[src/rtl/pcie_vc_injector_pkg.sv]
// Shared constants and helpers for the PCIe VC injector.
// Arbitration policy is selected by PCIE_INJ_RR_ARB_EN (see pcie_vc_injector.sv).
package pcie_vc_injector_pkg;

    localparam int DEFAULT_DATA_W      = 6;
    localparam int DEFAULT_QDEPTH_LOG2 = 2;
    localparam int VC_BIT              = 5;
    localparam int NUM_PORTS           = 2;
    localparam int NUM_QUEUES          = 4;

    localparam int Q_VC0P0 = 0;
    localparam int Q_VC1P0 = 1;
    localparam int Q_VC0P1 = 2;
    localparam int Q_VC1P1 = 3;

    // Queue index layout is {port, vc}, matching the Q_* constants above.
    function automatic logic [1:0] q_index(input logic port, input logic vc);
        return {port, vc};
    endfunction

endpackage

[src/rtl/vc_queue.sv]
// Small synchronous FIFO holding the words of one (VC, port) pair.
// Pushes to a full queue and pops from an empty queue are ignored.
module vc_queue
    import pcie_vc_injector_pkg::*;
#(
    parameter int DATA_W      = DEFAULT_DATA_W,
    parameter int QDEPTH_LOG2 = DEFAULT_QDEPTH_LOG2
) (
    input  logic              clk,
    input  logic              reset,
    input  logic              push,
    input  logic              pop,
    input  logic [DATA_W-1:0] din,
    output logic              full,
    output logic              empty,
    output logic [DATA_W-1:0] head
);

    localparam int DEPTH = 1 << QDEPTH_LOG2;
    localparam logic [QDEPTH_LOG2-1:0] PTR_ONE   = QDEPTH_LOG2'(1);
    localparam logic [QDEPTH_LOG2:0]   CNT_ONE   = (QDEPTH_LOG2 + 1)'(1);
    localparam logic [QDEPTH_LOG2:0]   CNT_DEPTH = (QDEPTH_LOG2 + 1)'(DEPTH);

    logic [DATA_W-1:0]      mem_r [DEPTH];
    logic [QDEPTH_LOG2-1:0] wr_ptr_r;
    logic [QDEPTH_LOG2-1:0] rd_ptr_r;
    logic [QDEPTH_LOG2:0]   count_r;
    logic                   do_push_s;
    logic                   do_pop_s;

    // status flags and qualified push/pop
    always_comb begin
        full      = (count_r == CNT_DEPTH);
        empty     = (count_r == {(QDEPTH_LOG2 + 1){1'b0}});
        head      = mem_r[rd_ptr_r];
        do_push_s = push & ~full;
        do_pop_s  = pop & ~empty;
    end

    // pointer and occupancy tracking
    always_ff @(posedge clk) begin
        if (reset) begin
            wr_ptr_r <= {QDEPTH_LOG2{1'b0}};
            rd_ptr_r <= {QDEPTH_LOG2{1'b0}};
            count_r  <= {(QDEPTH_LOG2 + 1){1'b0}};
        end else begin
            if (do_push_s) begin
                wr_ptr_r <= wr_ptr_r + PTR_ONE;
            end
            if (do_pop_s) begin
                rd_ptr_r <= rd_ptr_r + PTR_ONE;
            end
            case ({do_push_s, do_pop_s})
                2'b10:   count_r <= count_r + CNT_ONE;
                2'b01:   count_r <= count_r - CNT_ONE;
                default: count_r <= count_r;
            endcase
        end
    end

    // storage; contents are don't-care while the queue is empty
    always_ff @(posedge clk) begin
        if (do_push_s) begin
            mem_r[wr_ptr_r] <= din;
        end
    end

endmodule

[src/rtl/pcie_vc_injector.sv]
// Per-VC, per-port feeder for the PCIe transaction stage with pause/continue flow control.
// Define PCIE_INJ_RR_ARB_EN for round-robin VC arbitration; otherwise VC0 has fixed priority.
module pcie_vc_injector
    import pcie_vc_injector_pkg::*;
#(
    parameter int DATA_W      = DEFAULT_DATA_W,
    parameter int QDEPTH_LOG2 = DEFAULT_QDEPTH_LOG2
) (
    input  logic              clk,
    input  logic              reset,
    input  logic              active,
    input  logic [DATA_W-1:0] src_data_p0,
    input  logic [DATA_W-1:0] src_data_p1,
    input  logic              src_valid_p0,
    input  logic              src_valid_p1,
    output logic              src_ready_p0,
    output logic              src_ready_p1,
    input  logic              pause_VC0P0,
    input  logic              pause_VC1P0,
    input  logic              pause_VC0P1,
    input  logic              pause_VC1P1,
    input  logic              continue_VC0P0,
    input  logic              continue_VC1P0,
    input  logic              continue_VC0P1,
    input  logic              continue_VC1P1,
    output logic [DATA_W-1:0] data_p0,
    output logic [DATA_W-1:0] data_p1,
    output logic              valid_p0,
    output logic              valid_p1,
    output logic [3:0]        blocked,
    output logic [3:0]        q_empty
);

    logic [DATA_W-1:0] src_data_s [NUM_PORTS];
    logic [1:0]        src_valid_s;
    logic [1:0]        src_ready_s;
    logic [3:0]        pause_s;
    logic [3:0]        continue_s;
    logic [3:0]        push_s;
    logic [3:0]        pop_s;
    logic [3:0]        full_s;
    logic [3:0]        empty_s;
    logic [3:0]        elig_s;
    logic [DATA_W-1:0] head_s [NUM_QUEUES];
    logic [1:0]        grant_vc_s;
    logic [1:0]        grant_any_s;
    logic [DATA_W-1:0] gnt_head_s [NUM_PORTS];
    logic              e0_s;
    logic              e1_s;

    logic [3:0]        blocked_r;
    logic [DATA_W-1:0] data_r [NUM_PORTS];
    logic [1:0]        valid_r;
`ifdef PCIE_INJ_RR_ARB_EN
    logic [1:0]        last_vc_r;
`endif

    // gather named ports into indexed form
    always_comb begin
        pause_s             = 4'b0000;
        continue_s          = 4'b0000;
        pause_s[Q_VC0P0]    = pause_VC0P0;
        pause_s[Q_VC1P0]    = pause_VC1P0;
        pause_s[Q_VC0P1]    = pause_VC0P1;
        pause_s[Q_VC1P1]    = pause_VC1P1;
        continue_s[Q_VC0P0] = continue_VC0P0;
        continue_s[Q_VC1P0] = continue_VC1P0;
        continue_s[Q_VC0P1] = continue_VC0P1;
        continue_s[Q_VC1P1] = continue_VC1P1;
        src_data_s[0]       = src_data_p0;
        src_data_s[1]       = src_data_p1;
        src_valid_s         = {src_valid_p1, src_valid_p0};
    end

    // ready depends only on fullness of the selected queue, never on a same-edge pop
    always_comb begin
        src_ready_s = 2'b00;
        push_s      = 4'b0000;
        for (int p = 0; p < NUM_PORTS; p++) begin
            src_ready_s[p] = ~full_s[q_index(1'(p), src_data_s[p][VC_BIT])];
            push_s[q_index(1'(p), src_data_s[p][VC_BIT])] = src_valid_s[p] & src_ready_s[p];
        end
    end

    for (genvar q = 0; q < NUM_QUEUES; q++) begin : g_queue
        vc_queue #(
            .DATA_W      (DATA_W),
            .QDEPTH_LOG2 (QDEPTH_LOG2)
        ) u_queue (
            .clk   (clk),
            .reset (reset),
            .push  (push_s[q]),
            .pop   (pop_s[q]),
            .din   (src_data_s[q >> 1]),
            .full  (full_s[q]),
            .empty (empty_s[q]),
            .head  (head_s[q])
        );
    end

    // a pause arriving this cycle blocks issue on the same edge
    always_comb begin
        elig_s = ~empty_s & ~blocked_r & ~pause_s & {4{active}};
    end

    // per-port VC arbitration and pop selection
    always_comb begin
        pop_s         = 4'b0000;
        grant_vc_s    = 2'b00;
        grant_any_s   = 2'b00;
        gnt_head_s[0] = data_r[0];
        gnt_head_s[1] = data_r[1];
        e0_s          = 1'b0;
        e1_s          = 1'b0;
        for (int p = 0; p < NUM_PORTS; p++) begin
            e0_s = elig_s[q_index(1'(p), 1'b0)];
            e1_s = elig_s[q_index(1'(p), 1'b1)];
`ifdef PCIE_INJ_RR_ARB_EN
            if (e0_s && e1_s) begin
                grant_vc_s[p] = ~last_vc_r[p];
            end else if (e1_s) begin
                grant_vc_s[p] = 1'b1;
            end else begin
                grant_vc_s[p] = 1'b0;
            end
`else
            if (e0_s) begin
                grant_vc_s[p] = 1'b0;
            end else if (e1_s) begin
                grant_vc_s[p] = 1'b1;
            end else begin
                grant_vc_s[p] = 1'b0;
            end
`endif
            grant_any_s[p] = e0_s | e1_s;
            if (grant_any_s[p]) begin
                pop_s[q_index(1'(p), grant_vc_s[p])] = 1'b1;
                gnt_head_s[p] = head_s[q_index(1'(p), grant_vc_s[p])];
            end else begin
                gnt_head_s[p] = data_r[p];
            end
        end
    end

    // pause/continue flags; pause wins when both pulse together
    always_ff @(posedge clk) begin
        if (reset) begin
            blocked_r <= 4'b0000;
        end else begin
            blocked_r <= pause_s | (blocked_r & ~continue_s);
        end
    end

    // output registers; data holds its last value when nothing is granted
    always_ff @(posedge clk) begin
        if (reset) begin
            valid_r   <= 2'b00;
            data_r[0] <= {DATA_W{1'b0}};
            data_r[1] <= {DATA_W{1'b0}};
        end else begin
            valid_r   <= grant_any_s;
            data_r[0] <= gnt_head_s[0];
            data_r[1] <= gnt_head_s[1];
        end
    end

`ifdef PCIE_INJ_RR_ARB_EN
    // last-served VC per port, updated only when a grant occurs
    always_ff @(posedge clk) begin
        if (reset) begin
            last_vc_r <= 2'b00;
        end else begin
            last_vc_r <= (grant_any_s & grant_vc_s) | (~grant_any_s & last_vc_r);
        end
    end
`endif

    assign data_p0      = data_r[0];
    assign data_p1      = data_r[1];
    assign valid_p0     = valid_r[0];
    assign valid_p1     = valid_r[1];
    assign blocked      = blocked_r;
    assign q_empty      = empty_s;
    assign src_ready_p0 = src_ready_s[0];
    assign src_ready_p1 = src_ready_s[1];

endmodule

[config.mk]
export PLATFORM = sky130hd
export DESIGN_NAME = pcie_vc_injector
export DESIGN_NICKNAME = d
export VERILOG_FILES = /design/src/rtl/pcie_vc_injector_pkg.sv /design/src/rtl/vc_queue.sv /design/src/rtl/pcie_vc_injector.sv
export SDC_FILE = /design/constraint.sdc
export NUM_CORES = 1
export LEC_CHECK = 0
export ABC_AREA = 1
export CAP_MARGIN = 10
export CORE_MARGIN = 2
export CORE_UTILIZATION = 49
export CTS_CLUSTER_DIAMETER = 120
export DETAILED_ROUTE_END_ITERATION = 8
export HOLD_SLACK_MARGIN = 0.15
export PLACE_DENSITY_LB_ADDON = 0.3
export SETUP_SLACK_MARGIN = 0.4
export SLEW_MARGIN = 20
export SYNTH_ARGS = -nofsm -noshare
export SYNTH_HDL_FRONTEND = slang
export SYNTH_HIERARCHICAL = 1
export SYNTH_SLANG_ARGS = --single-unit
export TNS_END_PERCENT = 5
[constraint.sdc]
create_clock -name clk -period 5.55 [get_ports clk]
set_input_delay 0.8325 -clock clk [delete_from_list [all_inputs] [get_ports clk]]
set_output_delay 0.8325 -clock clk [all_outputs]
set_load 0.01 [all_outputs]
==> impl_metrics.yaml <==
min_path:
  holdPathStages: 2
  hold_path.class: "reg2reg"
worst_setup_path:
  worstSetupPathType: "in2out"
  critPathCaptureType: "output pin"
  arrival_ns: 2.33
  r2r_slack_ns: 2.99
  r2r_cells: 18
  start_kind: "input port"
  critPathRequiredTime_ns: 4.72
  path_max_fanout: 11
routing:
  finalWirelength_um: 12800
  viasPerCell: 5.07
  drtIter0Drc: 424
  drc: 0
  ant_nets: 0
  route.vias.total: 4595
  wl_per_cell_um: 14.2
  dr.pass1.iters: 5
clocking:
  cts_max_level: 4
  clock_sinks: 150
  cts_tree: "built"
  root_buffer: "clkbuf_16"
  post_cts_resized: 0
  cts_buffers: 17
  cts.path.max_buffers: 2
  clkLatencyLatePin_ns: 0.42
  clk_pin_slew_ns: 0.06
  cts_hold_buf: 0
  post-cts-setup-buffers: 0
global_route:
  grt_pass1_wl_um: 20800
  overflow: 0
  gr-usage-all-layers: 0.188
  grt_pass1_vias: 4307
  antenna_found_initial: 0
  grt_max_degree: 25
cells_and_area:
  fin_nets: 766
  final_util: 0.590
  drive_gt1_frac: 0.0877
  diodes: 0
  area_growth_pct: 18.8
  instances_no_fill: 906
power:
  seqPwrFrac: 0.490
  swShare: 0.223
  peakVddDrop_uv: 240
  internal-power_mw: 1.97
  p_per_area_nw_per_um2: 327
  pwr-share-clk: 0.430
  total_power_mw: 2.54
  p_comb_frac: 0.081
  power.switching_uw: 566
  power_leakage_nw: 3.11
yosys:
  ys_types: 22
  syn_inst: 658
  netlist_area_sq_um: 6530
  ys.warnings.count: 6
  ys_seq_area_frac: 0.607
  synth_seq_cells: 150
  synth.avg_cell_area_sq_um: 9.92
  synth_nets: 707
sta:
  slew_viol_final: 0
  slew_headroom: 0.564
  tightest_slew_ns: 0.652
  fmaxAchievable_mhz: 316
  holdWs_ns: 0.456
  fin_crit_sh: 0.570
  fin_skew_ns: 0.00943
  grt_setup_unrepaired: "no"
  setup_viol: 0
  setup_tns_ns: 0
  fin_crit_ns: 3.16
  hold_violations: 0
die:
  ioPinCount: 49
  core.rowCount: 42
  start_util: 0.497
  coreArea_sq_um: 13100
  die_w_um: 119
  dieArea_sq_um: 14300
  die_h_um: 119
place:
  place_congestion: 0.846
  dp_cells: 874
  dp_hpwl_um: 9030
  portBuffers: 48
run:
  cap_violations: 0
outcome:
  outcome: "finished, final reports clean"
-- synth_stat cells --
cell type	n	area share
nor3_1	2	0.0015
o21ai_0	56	0.043
buf_2	8	0.0061
nor3b_1	2	0.0023
nand2_4	10	0.017
ha_1	20	0.038
inv_1	90	0.052
dfxtp_1	54	0.17
a21oi_4	2	0.0050
fa_1	4	0.012
mux2i_1	2	0.0031
nand2_2	10	0.0096
clkbuf_1	1	0.00057
nor2_4	6	0.010
nand3_1	34	0.026
nor2_1	94	0.054
o22ai_1	24	0.023
nor2_2	6	0.0057
inv_2	5	0.0029
edfxtp_1	96	0.44
a21oi_1	22	0.017
nand2_1	110	0.063
-- stage by stage --
stage               cell area (sq um)  setup slack [ns]
floorplan                        6530              3.13
global placement                 7190              2.38
detailed placement               7190              2.29
CTS                              7750              2.35
global route                     7750              2.26
finish                           7750              2.39
-- metal layers --
metal / vias up / GRT usage / routed length, um / part of all wire
met2: 137 / 0.293 / 5980 / 0.47
met1: 2153 / 0.248 / 5780 / 0.45
li1: 2285 / - / - / -
met5: - / 0 / 0 / 0
met4: 0 / 0.0765 / 251 / 0.020
met3: 20 / 0.0560 / 808 / 0.063
-- cells by family (layout without fill, tap and decap cells) --
logic type,count (synthesis),after routing,share of synthesized area
buffers and inverters,104,176,0.0613
adder cells (fa/ha/maj),24,24,0.0506
AND/OR/NAND/NOR,274,274,0.190
AO/OA/AOI/OAI,104,104,0.0878
multiplexers,2,2,0.00307
flip-flops,150,150,0.607
-- path summary, 6_finish.rpt --
check,startpoint,endpoint
min reg2reg,data_r[0][4],data_r[0][4]
max,src_data_p0[5],src_ready_p0
max reg2reg,g_queue[1].u_queue/count_r[2],g_queue[1].u_queue/count_r[2]
min,data_r[0][4],data_r[0][4]
-- layout make-up --
cell class | instances | area (sq um)
Clock buffer | 23 | 458
Clock inverter | 9 | 104
Fill cell | 1034 | 5380
Inverter | 95 | 357
Multi-Input combinational cell | 404 | 2160
Sequential cell | 150 | 3960
Tap cell | 176 | 220
Timing Repair Buffer | 49 | 488
-- state kept, by name (all words and copies together) (netlist names), named ones only --
name                      count
g_queue.u_queue/wr_ptr_r      8
g_queue.u_queue/mem_r        96
g_queue.u_queue/rd_ptr_r      8
data_r                       12
blocked                       4
valid_r                       2
g_queue.u_queue/count_r      12
-- cells in the final DEF, fill, tap and decap left out, drive strengths merged --
master / netlist / final
ha: 20 / 20
clkinvlp: 0 / 2
clkdlybuf4s50: 0 / 48
inv: 95 / 96
o22ai: 24 / 24
edfxtp: 96 / 96
nor2: 106 / 106
nand3: 34 / 34
nand2: 130 / 130
mux2i: 2 / 2
bufinv: 0 / 2
a21oi: 24 / 24
nor3b: 2 / 2
buf: 8 / 1
fa: 4 / 4
nor3: 2 / 2
dfxtp: 54 / 54
clkinv: 0 / 4
clkbuf: 1 / 23
o21ai: 56 / 56
-- worst max-delay path, stage by stage --
cell and delay (ns):
clkdlybuf4s50_1 0.71, mux2i_1 0.23, clkdlybuf4s50_1 0.55
-- power by group through the flow --
stage	sequential, mW	combinational [mW]	clock (mW)
6_report	1.24	0.204	1.09
5_1_grt	1.25	0.228	1.16
4_1_cts	1.24	0.206	1.11
3_5_place_dp	1.27	0.204	0
3_3_place_gp	1.26	0.198	0
2_1_floorplan	1.26	0.116	0
(Power assumes the default switching activity.)
==> patch 1: new RTL, config.mk and constraints unchanged <==
The package constant `DEFAULT_QDEPTH_LOG2` goes from 2 to 1.
--- a/src/rtl/pcie_vc_injector_pkg.sv
+++ b/src/rtl/pcie_vc_injector_pkg.sv
@@ -5,3 +5,3 @@
     localparam int DEFAULT_DATA_W      = 6;
-    localparam int DEFAULT_QDEPTH_LOG2 = 2;
+    localparam int DEFAULT_QDEPTH_LOG2 = 1;
     localparam int VC_BIT              = 5;
Formal check against the unedited RTL: not equivalent (a bounded check fails within 4 cycles, from zero or initial values and one cycle with reset high).
==> patch 1 against the unedited design <==
  * Area after synthesis is 43% lower
  * Clock skew down 3.0 ps
  * Sequential share of layout area down 2.0 points
  * Critical path type unchanged
  * Routed wire length down 46%
  * Critical path depth unchanged
  * Die area is 42% lower
  * Sequential cell count down 64
  * Power decreased by 51%
  * Combinational power decreased by 34%
  * Worst setup slack gained 130 ps
  * Final area is 42% lower
==> patch 1: results (changes against the unedited design) <==
- Number of cells on the worst reg-to-reg path: 13 (-5)
- Netlist Area Pre-Place: 3730 µm² (-43%)
* Met3 wire len: 311 µm (-62%)
- Relative slew margins: 55.8% (-0.61 points)
- The share of synthesized area occupied by flip-flops and latches came to 59.0% (-1.7 points).
- Number of optimization iterations in the first detailed-route pass: 4 (-1)
* Filler cell count in the final layout: 589 (-43%)
* Worst reg-to-reg setup slack: 3530 ps (+540 ps)
- Synthesized netlist net count: 411 (-42%)
* CTS clk-pin slew, worst paths: 80 ps (+20 ps)
- Ranked by instance count, the synthesized netlist is headed by 98 x sky130_fd_sc_hd__nand2_1, 50 x sky130_fd_sc_hd__nor2_1, 48 x sky130_fd_sc_hd__edfxtp_1.
* Result of the run: finished clean
- Yosys attributes the largest share of cell area to sky130_fd_sc_hd__edfxtp_1 39%, sky130_fd_sc_hd__dfxtp_1 20%, sky130_fd_sc_hd__nand2_1 9.9%.
- Worst-case clock skew: 6.44 ps (-2.99 ps)
* Overall fraction of global-route tracks in use: 17.8% (-1.0 points)
- The number of nets in the final layout is 465 (-39%).
* Vias per cell: 4.87 (-4.0%)
- Fraction of synthesis flops using an asynchronous set or reset pin: 0% (unchanged)
* Worst Path Arrival: 2210 ps (-120 ps)
- Fraction of final layout cells with drive strength greater than 1: 16.8% (+8.0 points)
- In this run the critical register-to-register path is launched from g_queue[2].u_queue/count_r[0]$_SDFFE_PP0P_.
* Vias in the first global route: 2591 (-40%)
* Max FO, Critical Path: 7 (-4)
- The CTS buffer count was 9 (-8).
- The amount of wire on met2 after detailed routing was 3.31 mm (-45%).
- Placed instance count: 524 (-40%)
* Final RePlAce weighted congestion: 0.807 (-4.7%)
- Gate Count Post-Synth: 382 (-42%)
- Clock insertion delay at the later pin of the skew report: 350 ps (-70 ps)
- Worst supply voltage drop on vdd: 0.136 mV (-44%)
* Average routed wire per standard cell: 12.9 µm (-8.8%)
* Met1 routed wirelength after detailed routing: 3.23 mm (-44%)
* EDFF count, synth: 48 (-50%)
patch 1: cell count changes after synthesis, moves of 12 or more:
cell	delta
sky130_fd_sc_hd__nand2_1	-12
sky130_fd_sc_hd__ha_1	-16
sky130_fd_sc_hd__inv_1	-44
sky130_fd_sc_hd__nor2_2	+12
sky130_fd_sc_hd__o22ai_1	-24
sky130_fd_sc_hd__dfxtp_1	-16
sky130_fd_sc_hd__nor2_1	-44
sky130_fd_sc_hd__mux2_2	+24
sky130_fd_sc_hd__nand3_1	-20
sky130_fd_sc_hd__o21ai_0	-52
sky130_fd_sc_hd__a21oi_1	-16
sky130_fd_sc_hd__edfxtp_1	-48
patch 1: per-layer routing:
| layer | vias up | GRT usage, % |
|---|---|---|
| li1 | 1331 | - |
| met1 | 1219 | 23.4 |
| met2 | 68 | 28.8 |
| met3 | 11 | 3.15 |
| met4 | 0 | 7.95 |
| met5 | - | 0 |
patch 1: logic make-up after synthesis:
group	after synthesis	synth area share (%)
compound gates	12	2.21
fa+ha+maj	4	1.34
flops	86	59.0
mux	26	7.78
simple gates	198	23.9
buf+inv	56	5.77
patch 1: critical path: stages:
cell	delay [ps]
sky130_fd_sc_hd__clkdlybuf4s50_1	600
sky130_fd_sc_hd__mux2i_1	220
sky130_fd_sc_hd__clkdlybuf4s50_1	560
patch 1: per-stage QoR:
| stage | area (µm²) | hold WS (ps) | util (%) | worst slack [ps] |
|---|---|---|---|---|
| floorplan | 3730 | 467 | - | 3490 |
| global placement | 4310 | 443 | 58.8 | 2530 |
| detailed placement | 4310 | 449 | 58.8 | 2510 |
| CTS | 4490 | 462 | 61.2 | 2490 |
| global route | 4490 | 480 | 61.2 | 2440 |
| finish | 4490 | 458 | 61.2 | 2510 |
patch 1: worst min-delay path by stage:
stage | endpoint | slack (ps) | cells after the start
6_report | data_r[0][7]$_SDFFE_PP0P_ | 460 | 2
5_1_grt | data_r[0][7]$_SDFFE_PP0P_ | 480 | 2
4_1_cts | data_r[0][7]$_SDFFE_PP0P_ | 460 | 2
3_5_place_dp | data_r[0][7]$_SDFFE_PP0P_ | 450 | 2
3_3_place_gp | data_r[0][3]$_SDFFE_PP0P_ | 440 | 2
2_1_floorplan | flop | 470 | 2
patch 1: layout make-up:
type,count,share of cell area [%]
repair buffers,48,10.7
inverters,51,4.27
flip-flops and latches,86,49.1
clock inverters,7,1.12
multi-input cells,240,29.3
clock buffers,9,2.76
well taps,99,2.76
patch 1: power breakdown:
group	internal [W]	switching, W	total (W)
Sequential	0.000699	0.0000156	0.000714
Combinational	0.0000611	0.0000727	0.000134
Clock	0.000163	0.000222	0.000385
==> patch 2: new RTL, same settings <==
Made on the original files. Add a define of `PCIE_INJ_RR_ARB_EN`.
--- a/src/rtl/pcie_vc_injector.sv
+++ b/src/rtl/pcie_vc_injector.sv
@@ -2,2 +2,4 @@
 // Define PCIE_INJ_RR_ARB_EN for round-robin VC arbitration; otherwise VC0 has fixed priority.
+`define PCIE_INJ_RR_ARB_EN
+
 module pcie_vc_injector
Check against the original RTL: not equivalent (a bounded check fails within 4 cycles, from zero or initial values and one cycle with reset high).
==> patch 2 against the unedited design <==
  * Area after synthesis increased by 2.3%
  * Global-route usage grew 1.2 points
  * Sequential cell count increased by 2
  * Non-clock buffer count stayed put
  * Power is 6.9% higher
  * Register-to-register slack worse by 420 ps
  * Final area is 2.7% higher
  * Die area grew 2.2%
  * Worst setup slack lost 53 ps
  * Routed wire length grew 6.8%
  * Maximum frequency shrank 1.7%
  * Critical path type is now primary input to flop
==> patch 2: results (changes against the unedited design) <==
* Buffers inserted during post-CTS setup optimization: 0 (unchanged)
* First-pass GRT wire length: 22.5 mm (+8.2%)
- The via count of the first global-routing pass is 4546 (+5.5%).
- The xor and xnor fraction of the mapped netlist area is 0% (unchanged).
* Initial DRC Count: 472 (+11%)
- The detail-routed via count per cell came to 5.16 (+1.8%).
- Share of the synthesized area in compound gates (AO/OA/AOI/OAI): 8.73% (-0.046 points)
- Worst stage delay on the critical path: 580 ps (-130 ps)
- The cell count after synthesis was 676 (+2.7%).
- The largest fanout of any net on the critical path is 8 (-3).
* Number of cells on the worst reg-to-reg path: 19 (+1)
* Share of Yosys cell area claimed by the top area cell type: 43.2% (-0.98 points)
- The routability-driven placement congestion ratio was 0.858 (+1.3%).
- Synthesized netlist net count: 725 (+2.5%)
- The largest net degree at the start of global routing came to 27 (+8.0%).
- HPWL Detailed: 9.68 mm (+7.1%)
* Cell types with the largest area share after synthesis: sky130_fd_sc_hd__edfxtp_1 43%, sky130_fd_sc_hd__dfxtp_1 17%, sky130_fd_sc_hd__inv_1 6.2%
- The arrival time reported for the critical path endpoint came to 3530 ps (+1200 ps).
- Design internal power: 0.00209 W (+5.8%)
- The worst setup slack for register-to-register paths came to 2570 ps (-420 ps).
- In this run the critical register-to-register path is captured at g_queue[2].u_queue/count_r[2]$_SDFFE_PP0P_.
- Path type of the worst setup path: primary input to flop
* Worst supply voltage drop on vdd: 0.210 mV (-12%)
* Arithmetic-cell share of the synthesized area counting full adders, half adders and majority gates: 4.95% (-0.11 points)
* Result of the run: finished clean
- The actual transition at the worst max-transition pin is 675 ps (+23.5 ps).
* Post-DP Area: 7340 µm² (+2.1%)
* Overall fraction of global-route tracks in use: 20.0% (+1.2 points)
- Mux share of post-synthesis cell area: 0.300% (-0.0068 points)
* Net count of the finished layout: 784 (+2.3%)
- R2R Path Start: g_queue[2].u_queue/count_r[0]$_SDFFE_PP0P_
- Fraction of final layout cells with drive strength greater than 1: 10.0% (+1.3 points)
- Total leakage power: 3.19 nW (+2.7%)
- Number of cells in the finished layout apart from fillers: 924 (+2.0%)
- The final wirelength came to 13.7 mm (+6.8%).
- Proportion of synthesized chip area in sequential cells: 60.0% (-0.75 points)
- Placed instance count: 892 (+2.1%)
- Worst-case clock skew: 9.67 ps (+0.238 ps)
* Synth top cells by count: 110 x sky130_fd_sc_hd__inv_1, 96 x sky130_fd_sc_hd__edfxtp_1, 96 x sky130_fd_sc_hd__nor2_1
- The CTS buffer count is 17 (unchanged).
[patch 2: cell count changes after synthesis, sizes merged, moves of 2 or more]
cell	before	now
nor2	106	108
dfxtp	54	56
nor3b	2	4
inv	95	117
nand3	34	48
a21oi	24	26
nand2	130	104
[patch 2: layer usage]
metal | wire [µm] | share of wire [%] | track usage, %
met1 | 6390 | 47 | 27.7
met2 | 6330 | 46 | 31.0
met3 | 771 | 5.6 | 4.10
met4 | 216 | 1.6 | 7.70
met5 | 0 | 0 | 0
[patch 2: per-stage QoR]
stage          power (W)  worst slack (ps)
6_report         0.00271              2330
5_1_grt          0.00280              2160
4_1_cts          0.00273              2350
3_5_place_dp     0.00152              1930
3_3_place_gp     0.00151              2190
2_1_floorplan    0.00142              2940
[patch 2: area by class of cell]
cell class / instances / area [µm²]
repair buffers: 49 / 488
inverters: 117 / 439
fillers: 1056 / 5330
clock inverters: 14 / 196
clock buffers: 18 / 429
multi-input cells: 398 / 2190
well taps: 176 / 220
flip-flops and latches: 152 / 4000
[patch 2: worst min-delay path by stage]
stage                                                 from                   endpoint  slack (ps)  cells after the start
2_1_floorplan  g_queue[1].u_queue/rd_ptr_r[1]$_SDFFE_PP0P_                       flop         460                      2
3_3_place_gp                     data_r[0][8]$_SDFFE_PP0N_  data_r[0][8]$_SDFFE_PP0N_         440                      2
3_5_place_dp                     data_r[0][3]$_SDFFE_PP0N_  data_r[0][3]$_SDFFE_PP0N_         450                      2
4_1_cts                          data_r[0][3]$_SDFFE_PP0N_  data_r[0][3]$_SDFFE_PP0N_         450                      2
5_1_grt                          data_r[0][8]$_SDFFE_PP0N_  data_r[0][8]$_SDFFE_PP0N_         470                      2
6_report                         data_r[0][3]$_SDFFE_PP0N_  data_r[0][3]$_SDFFE_PP0N_         460                      2
